File: config.mk
export PLATFORM = sky130hd
export DESIGN_NAME = alu_mp_seq_flat
export DESIGN_NICKNAME = d
export VERILOG_FILES = /design/src/rtl/alu_mp_seq_if.sv /design/src/rtl/alu_mp_seq.sv /design/src/flat_wrapper.sv
export SDC_FILE = /design/constraint.sdc
export NUM_CORES = 1
export LEC_CHECK = 0
export CAP_MARGIN = 20
export CELL_PAD_IN_SITES_DETAIL_PLACEMENT = 1
export CELL_PAD_IN_SITES_GLOBAL_PLACEMENT = 1
export CORE_UTILIZATION = 30
export CTS_BUF_LIST = sky130_fd_sc_hd__clkbuf_8
export CTS_CLUSTER_DIAMETER = 40
export DETAILED_ROUTE_END_ITERATION = 10
export MAX_ROUTING_LAYER = met4
export PLACE_DENSITY = 0.77
export SLEW_MARGIN = 10
export SYNTH_ARGS = -nofsm -noshare
export SYNTH_HDL_FRONTEND = slang
export SYNTH_SLANG_ARGS = --single-unit
File: constraint.sdc
create_clock -name clk -period 1.3 [get_ports clk]
set_input_delay 0.26 -clock clk [delete_from_list [all_inputs] [get_ports clk]]
set_output_delay 0.26 -clock clk [all_outputs]
set_load 0.05 [all_outputs]
File: src/rtl/alu_mp_seq_if.sv
// Control-unit side handshake and operand/result bus of the multi-precision ALU sequencer.
interface alu_mp_seq_if #(
    parameter int BYTES = 2
);
    localparam int W = 8 * BYTES;

    logic         start;
    logic [1:0]   op;
    logic [W-1:0] op_a;
    logic [W-1:0] op_b;
    logic         busy;
    logic         done;
    logic [W-1:0] result;
    logic         res_zero;
    logic         res_carry;

    modport master (
        output start, op, op_a, op_b,
        input  busy, done, result, res_zero, res_carry
    );

    modport slave (
        input  start, op, op_a, op_b,
        output busy, done, result, res_zero, res_carry
    );
endinterface

File: src/rtl/alu_mp_seq.sv
// Multi-precision sequencer: runs BYTES-wide ADD/SUB/AND/OR through the 8-bit ALU,
// one limb per ALU operation, least-significant limb first.
module alu_mp_seq #(
    parameter int BYTES = 2
) (
    input  logic       clk,
    input  logic       reset,
    alu_mp_seq_if.slave host,
    output logic       alu_enable,
    output logic [2:0] alu_mode,
    output logic [7:0] alu_a,
    output logic [7:0] alu_b,
    input  logic [7:0] alu_out,
    input  logic       alu_zero,
    input  logic       alu_carry
);
    localparam int W  = 8 * BYTES;
    localparam int IW = (BYTES > 1) ? $clog2(BYTES) : 1;

    localparam logic [2:0] ALU_ADD = 3'd0;
    localparam logic [2:0] ALU_ADC = 3'd1;
    localparam logic [2:0] ALU_INC = 3'd3;
    localparam logic [2:0] ALU_AND = 3'd4;
    localparam logic [2:0] ALU_OR  = 3'd5;

    typedef enum logic [2:0] {S_IDLE, S_PRIME, S_EXEC, S_WAIT, S_DONE} state_t;
    typedef enum logic [1:0] {OP_ADD, OP_SUB, OP_AND, OP_OR} op_t;

    state_t       state_q, state_d;
    op_t          op_q, op_d;
    logic [W-1:0] a_q, a_d;
    logic [W-1:0] b_q, b_d;
    logic [IW-1:0] idx_q, idx_d;
    logic         zacc_q, zacc_d;
    logic [W-1:0] result_q, result_d;
    logic         res_zero_q, res_zero_d;
    logic         res_carry_q, res_carry_d;
    logic [7:0]   a_byte, b_byte;

    always_comb begin
        state_d     = state_q;
        op_d        = op_q;
        a_d         = a_q;
        b_d         = b_q;
        idx_d       = idx_q;
        zacc_d      = zacc_q;
        result_d    = result_q;
        res_zero_d  = res_zero_q;
        res_carry_d = res_carry_q;
        alu_enable  = 1'b0;
        alu_mode    = ALU_ADD;
        alu_a       = '0;
        alu_b       = '0;
        a_byte      = a_q[idx_q*8 +: 8];
        b_byte      = b_q[idx_q*8 +: 8];

        case (state_q)
            S_IDLE: begin
                if (host.start) begin
                    op_d    = op_t'(host.op);
                    a_d     = host.op_a;
                    b_d     = host.op_b;
                    idx_d   = '0;
                    zacc_d  = 1'b1;
                    state_d = (op_t'(host.op) == OP_SUB) ? S_PRIME : S_EXEC;
                end
            end
            // 0xFF + 1 leaves the ALU carry set, supplying the +1 of two's-complement subtract.
            S_PRIME: begin
                alu_enable = 1'b1;
                alu_mode   = ALU_INC;
                alu_a      = 8'hFF;
                state_d    = S_EXEC;
            end
            S_EXEC: begin
                alu_enable = 1'b1;
                alu_a      = a_byte;
                case (op_q)
                    OP_ADD: begin
                        alu_mode = (idx_q == '0) ? ALU_ADD : ALU_ADC;
                        alu_b    = b_byte;
                    end
                    OP_SUB: begin
                        alu_mode = ALU_ADC;
                        alu_b    = ~b_byte;
                    end
                    OP_AND: begin
                        alu_mode = ALU_AND;
                        alu_b    = b_byte;
                    end
                    default: begin
                        alu_mode = ALU_OR;
                        alu_b    = b_byte;
                    end
                endcase
                state_d = S_WAIT;
            end
            S_WAIT: begin
                result_d[idx_q*8 +: 8] = alu_out;
                zacc_d = zacc_q & alu_zero;
                // Flags are registered on the way into DONE so they are valid alongside done.
                if (idx_q == IW'(BYTES - 1)) begin
                    res_zero_d  = zacc_q & alu_zero;
                    res_carry_d = (op_q == OP_ADD || op_q == OP_SUB) ? alu_carry : 1'b0;
                    state_d     = S_DONE;
                end else begin
                    idx_d   = idx_q + 1'b1;
                    state_d = S_EXEC;
                end
            end
            S_DONE: begin
                state_d = S_IDLE;
            end
            default: begin
                state_d = S_IDLE;
            end
        endcase
    end

    always_ff @(posedge clk) begin
        if (reset) begin
            state_q     <= S_IDLE;
            op_q        <= OP_ADD;
            a_q         <= '0;
            b_q         <= '0;
            idx_q       <= '0;
            zacc_q      <= 1'b0;
            result_q    <= '0;
            res_zero_q  <= 1'b0;
            res_carry_q <= 1'b0;
        end else begin
            state_q     <= state_d;
            op_q        <= op_d;
            a_q         <= a_d;
            b_q         <= b_d;
            idx_q       <= idx_d;
            zacc_q      <= zacc_d;
            result_q    <= result_d;
            res_zero_q  <= res_zero_d;
            res_carry_q <= res_carry_d;
        end
    end

    assign host.busy      = (state_q != S_IDLE);
    assign host.done      = (state_q == S_DONE);
    assign host.result    = result_q;
    assign host.res_zero  = res_zero_q;
    assign host.res_carry = res_carry_q;
endmodule

File: src/flat_wrapper.sv
// flat-port wrapper written by rule: the top's interface ports become plain ports
module alu_mp_seq_flat 
#(
    parameter int BYTES = 2
)
  (clk, reset, alu_enable, alu_mode, alu_a, alu_b, alu_out, alu_zero, alu_carry, host_start, host_op, host_op_a, host_op_b, host_busy, host_done, host_result, host_res_zero, host_res_carry);
  alu_mp_seq_if #(.BYTES(BYTES)) host_i ();
  input  logic clk;
  input  logic reset;
  output logic alu_enable;
  output logic [2:0] alu_mode;
  output logic [7:0] alu_a;
  output logic [7:0] alu_b;
  input  logic [7:0] alu_out;
  input  logic alu_zero;
  input  logic alu_carry;
  input wire logic [$bits(host_i.start)-1:0] host_start;
  input wire logic [$bits(host_i.op)-1:0] host_op;
  input wire logic [$bits(host_i.op_a)-1:0] host_op_a;
  input wire logic [$bits(host_i.op_b)-1:0] host_op_b;
  output wire logic [$bits(host_i.busy)-1:0] host_busy;
  output wire logic [$bits(host_i.done)-1:0] host_done;
  output wire logic [$bits(host_i.result)-1:0] host_result;
  output wire logic [$bits(host_i.res_zero)-1:0] host_res_zero;
  output wire logic [$bits(host_i.res_carry)-1:0] host_res_carry;
  assign host_i.start = host_start;
  assign host_i.op = host_op;
  assign host_i.op_a = host_op_a;
  assign host_i.op_b = host_op_b;
  assign host_busy = host_i.busy;
  assign host_done = host_i.done;
  assign host_result = host_i.result;
  assign host_res_zero = host_i.res_zero;
  assign host_res_carry = host_i.res_carry;
  alu_mp_seq #(.BYTES(BYTES)) u_core (.clk(clk), .reset(reset), .host(host_i), .alu_enable(alu_enable), .alu_mode(alu_mode), .alu_a(alu_a), .alu_b(alu_b), .alu_out(alu_out), .alu_zero(alu_zero), .alu_carry(alu_carry));
endmodule
==> impl_metrics.ini <==
[power]
ir_drop_v = 0.0006476
leakagePower_uw = 0.001677
powerDensity_nw_per_um2 = 1166
power_uw = 5394

[final_layout]
finalNetCount = 450
regArea_sq_um = 1146
area_delta_synth_final_pct = 89.34
multi_input_area_sq_um = 1468
final_common_cell = nand2_1
final_cell_mix = nand2_1 (85), dfxtp_1 (53), clkdlybuf4s50_1 (45)
fill_cells = 830
n_antenna_cell = 0
stdcell_count = 510
drive_gt1_share_pct = 34.07
fin_util_pct = 59.23

[place]
dp.cells = 492
dp_hpwl_microns = 5834
numPortBuffers = 86
gp_congestion = 0.7474

[synthesis]
syn_area_sq_um = 2442
yosysWarningCount = 0
syn_nets = 346
synth_cells = 299
syn_area_per_cell_sq_um = 8.168
synth_cell_types = 30
ys_ff_latch = 57
ys_seq_area_share_pct = 46.72

[route]
vias = 2475
drtPass1Iterations = 4
avgViaCountPerCell = 4.853
drc = 0
drt-initial-drc-count = 136
drt-total-wl_microns = 8551
postRouteAntennaNets = 0
wl_per_cell_microns = 16.77

[sta]
max_freq_ghz = 0.5388
finClkSkew_ps = 7.806
final-max-slew-violation-count = 0
setup-tns-final_ps = -18690
finalSetupViolations = 66
fin_crit_ps = 1856
max_slew_margin_pct = 75.55
setup_ws_ps = -555.9
worst_pin_slew_ps = 366.8
hold_violations = 0
period_share_pct = 142.8
rsz0062_at_grt = true

[setup_path]
r2r-end = u_core.b_q[13]
reg2reg_from = u_core.state_q[1]
worstPathRequired_ps = 1040
slowest_stage = or3b_4
end_kind = primary output
start_kind = flop
crit_fanout = 10
max_stage_delay_ps = 430
path_class = flop to primary output
cp_common_cell = buf_12
worstPathArrival_ps = 1600
reg2reg_depth = 5
crit_chain = or3b_4 > buf_12 > o21ai_4 > buf_12
rrSetupSlack_ps = -250

[cts]
clk_pin_slew_ps = 70
h-tree-depth = 3
cts_sinks = 57
cts_tree = built
clock_path_buffers = 2
cts_root_buf = clkbuf_8
numCtsBuffers = 9
cts_hold_buf = 0
clkLatencyLatePin_ps = 340

[global_route]
grt_start_max_net_pins = 35
grt.total_usage_pct = 21.77
grt_antenna_before_repair = 0
grt_pass1_vias = 2730
grt_pass1_wl_microns = 13700
grt_overflow_total = 0

[worst_hold_path]
hold_class = input port to flop
whs_path_depth = 2
holdCritStartpoint = reset
hold_end = u_core.a_q[11]

[die]
fp.dieH_microns = 92.23
io_pins = 87
die-area_sq_um = 8506
die_x_microns = 92.23
fp.coreArea_sq_um = 7807
initial_core_util_pct = 31.28
rows = 32

[status]
violations = negative setup slack
status = finished with violations

[flow_run]
maxCapViolCount = 0
==> timing repair <==
item                       4_1_cts  5_1_grt
buffers inserted                 0        2
pin swaps                        3        4
resized for setup               15       24
setup endpoints to repair       67       69
gates cloned                     1        0
==> worst max-delay path: cells and delay by family, from the launching register on <==
family	cells	cell delay, ps
flip-flops	1	330
AND/OR/NAND/NOR	1	430
AO/OA/AOI/OAI	1	150
buffers and inverters	2	330
==> state kept, by name (all words and copies together) (netlist names) <==
register,flops
u_core.idx_q,1
u_core.zacc_q,1
u_core.op_q,2
u_core.host.res_carry,1
u_core.host.res_zero,1
u_core.b_q,16
u_core.state_q,3
u_core.a_q,16
u_core.host.result,16
==> cells by family (layout without fill, tap and decap cells) <==
family	Yosys count	count (layout)	synth area share, %
flip-flops	57	57	46.72
multiplexers	24	24	9.836
buffers and inverters	28	137	6.199
AND/OR/NAND/NOR	121	121	21.41
AO/OA/AOI/OAI	61	61	12.96
XOR/XNOR	8	8	2.869
==> worst max path at each step <==
stage                                 to               from
after floorplan                 alu_b[0]  u_core.state_q[1]
after global placement    u_core.op_q[0]         host_start
after detailed placement  u_core.b_q[13]         host_start
after CTS                       alu_a[6]  u_core.state_q[2]
after global routing            alu_a[6]  u_core.state_q[2]
final                           alu_a[6]  u_core.state_q[2]
==> metrics by stage <==
stage          setup slack [ps]  cell area [sq um]  hold WS, ps
2_1_floorplan            -276.4               2695        396.0
3_3_place_gp             -428.0               4156        442.0
3_5_place_dp             -471.3               4156        454.7
4_1_cts                  -570.3               4508        303.6
5_1_grt                  -594.5               4624        336.1
6_report                 -555.9               4624        321.8
==> routing by layer <==
layer	GRT usage [%]	vias to the layer above	routed length, microns
li1	-	1189	-
met1	23.23	1203	3445
met2	38.31	72	4539
met3	6.053	11	429
met4	8.073	0	137
met5	-	-	0
==> synth_stat cells <==
cell type | count | area [sq um]
a21boi_0 | 1 | 7.510
a21oi_1 | 47 | 235.2
a311oi_1 | 1 | 8.760
a31oi_1 | 1 | 6.260
and4b_1 | 1 | 10.01
and4bb_1 | 1 | 12.51
buf_1 | 2 | 7.510
buf_2 | 10 | 50.05
buf_4 | 1 | 7.510
buf_6 | 4 | 45.04
clkbuf_1 | 8 | 30.03
dfxtp_1 | 57 | 1141
inv_1 | 3 | 11.26
mux2i_1 | 24 | 240.2
nand2_1 | 89 | 334.1
nand2b_1 | 1 | 6.260
nand3_1 | 2 | 10.01
nand3b_1 | 1 | 7.510
nand4b_1 | 1 | 8.760
nor2_1 | 19 | 71.32
nor3b_1 | 1 | 7.510
nor4_1 | 1 | 6.260
nor4b_4 | 1 | 23.77
o21ai_0 | 1 | 5.000
o21ai_1 | 9 | 45.04
o31a_1 | 1 | 8.760
or3_1 | 1 | 6.260
or3b_1 | 1 | 8.760
or4b_1 | 1 | 10.01
xnor2_1 | 8 | 70.07
==> power breakdown <==
| group | switching [uW] | internal (uW) | total [uW] |
|---|---|---|---|
| Sequential | 65.8 | 1830 | 1900 |
| Combinational | 681 | 658 | 1340 |
| Clock | 724 | 1430 | 2150 |
==> layout make-up <==
cell class,count,share of cell area (%)
Clock buffer,12,3.571
Timing Repair Buffer,118,34.71
Sequential cell,57,24.78
Multi-Input combinational cell,214,31.74
Clock inverter,4,2.110
Inverter,3,0.3247
Tap cell,102,2.760
No activity file was read; power rests on OpenSTA's default activity.
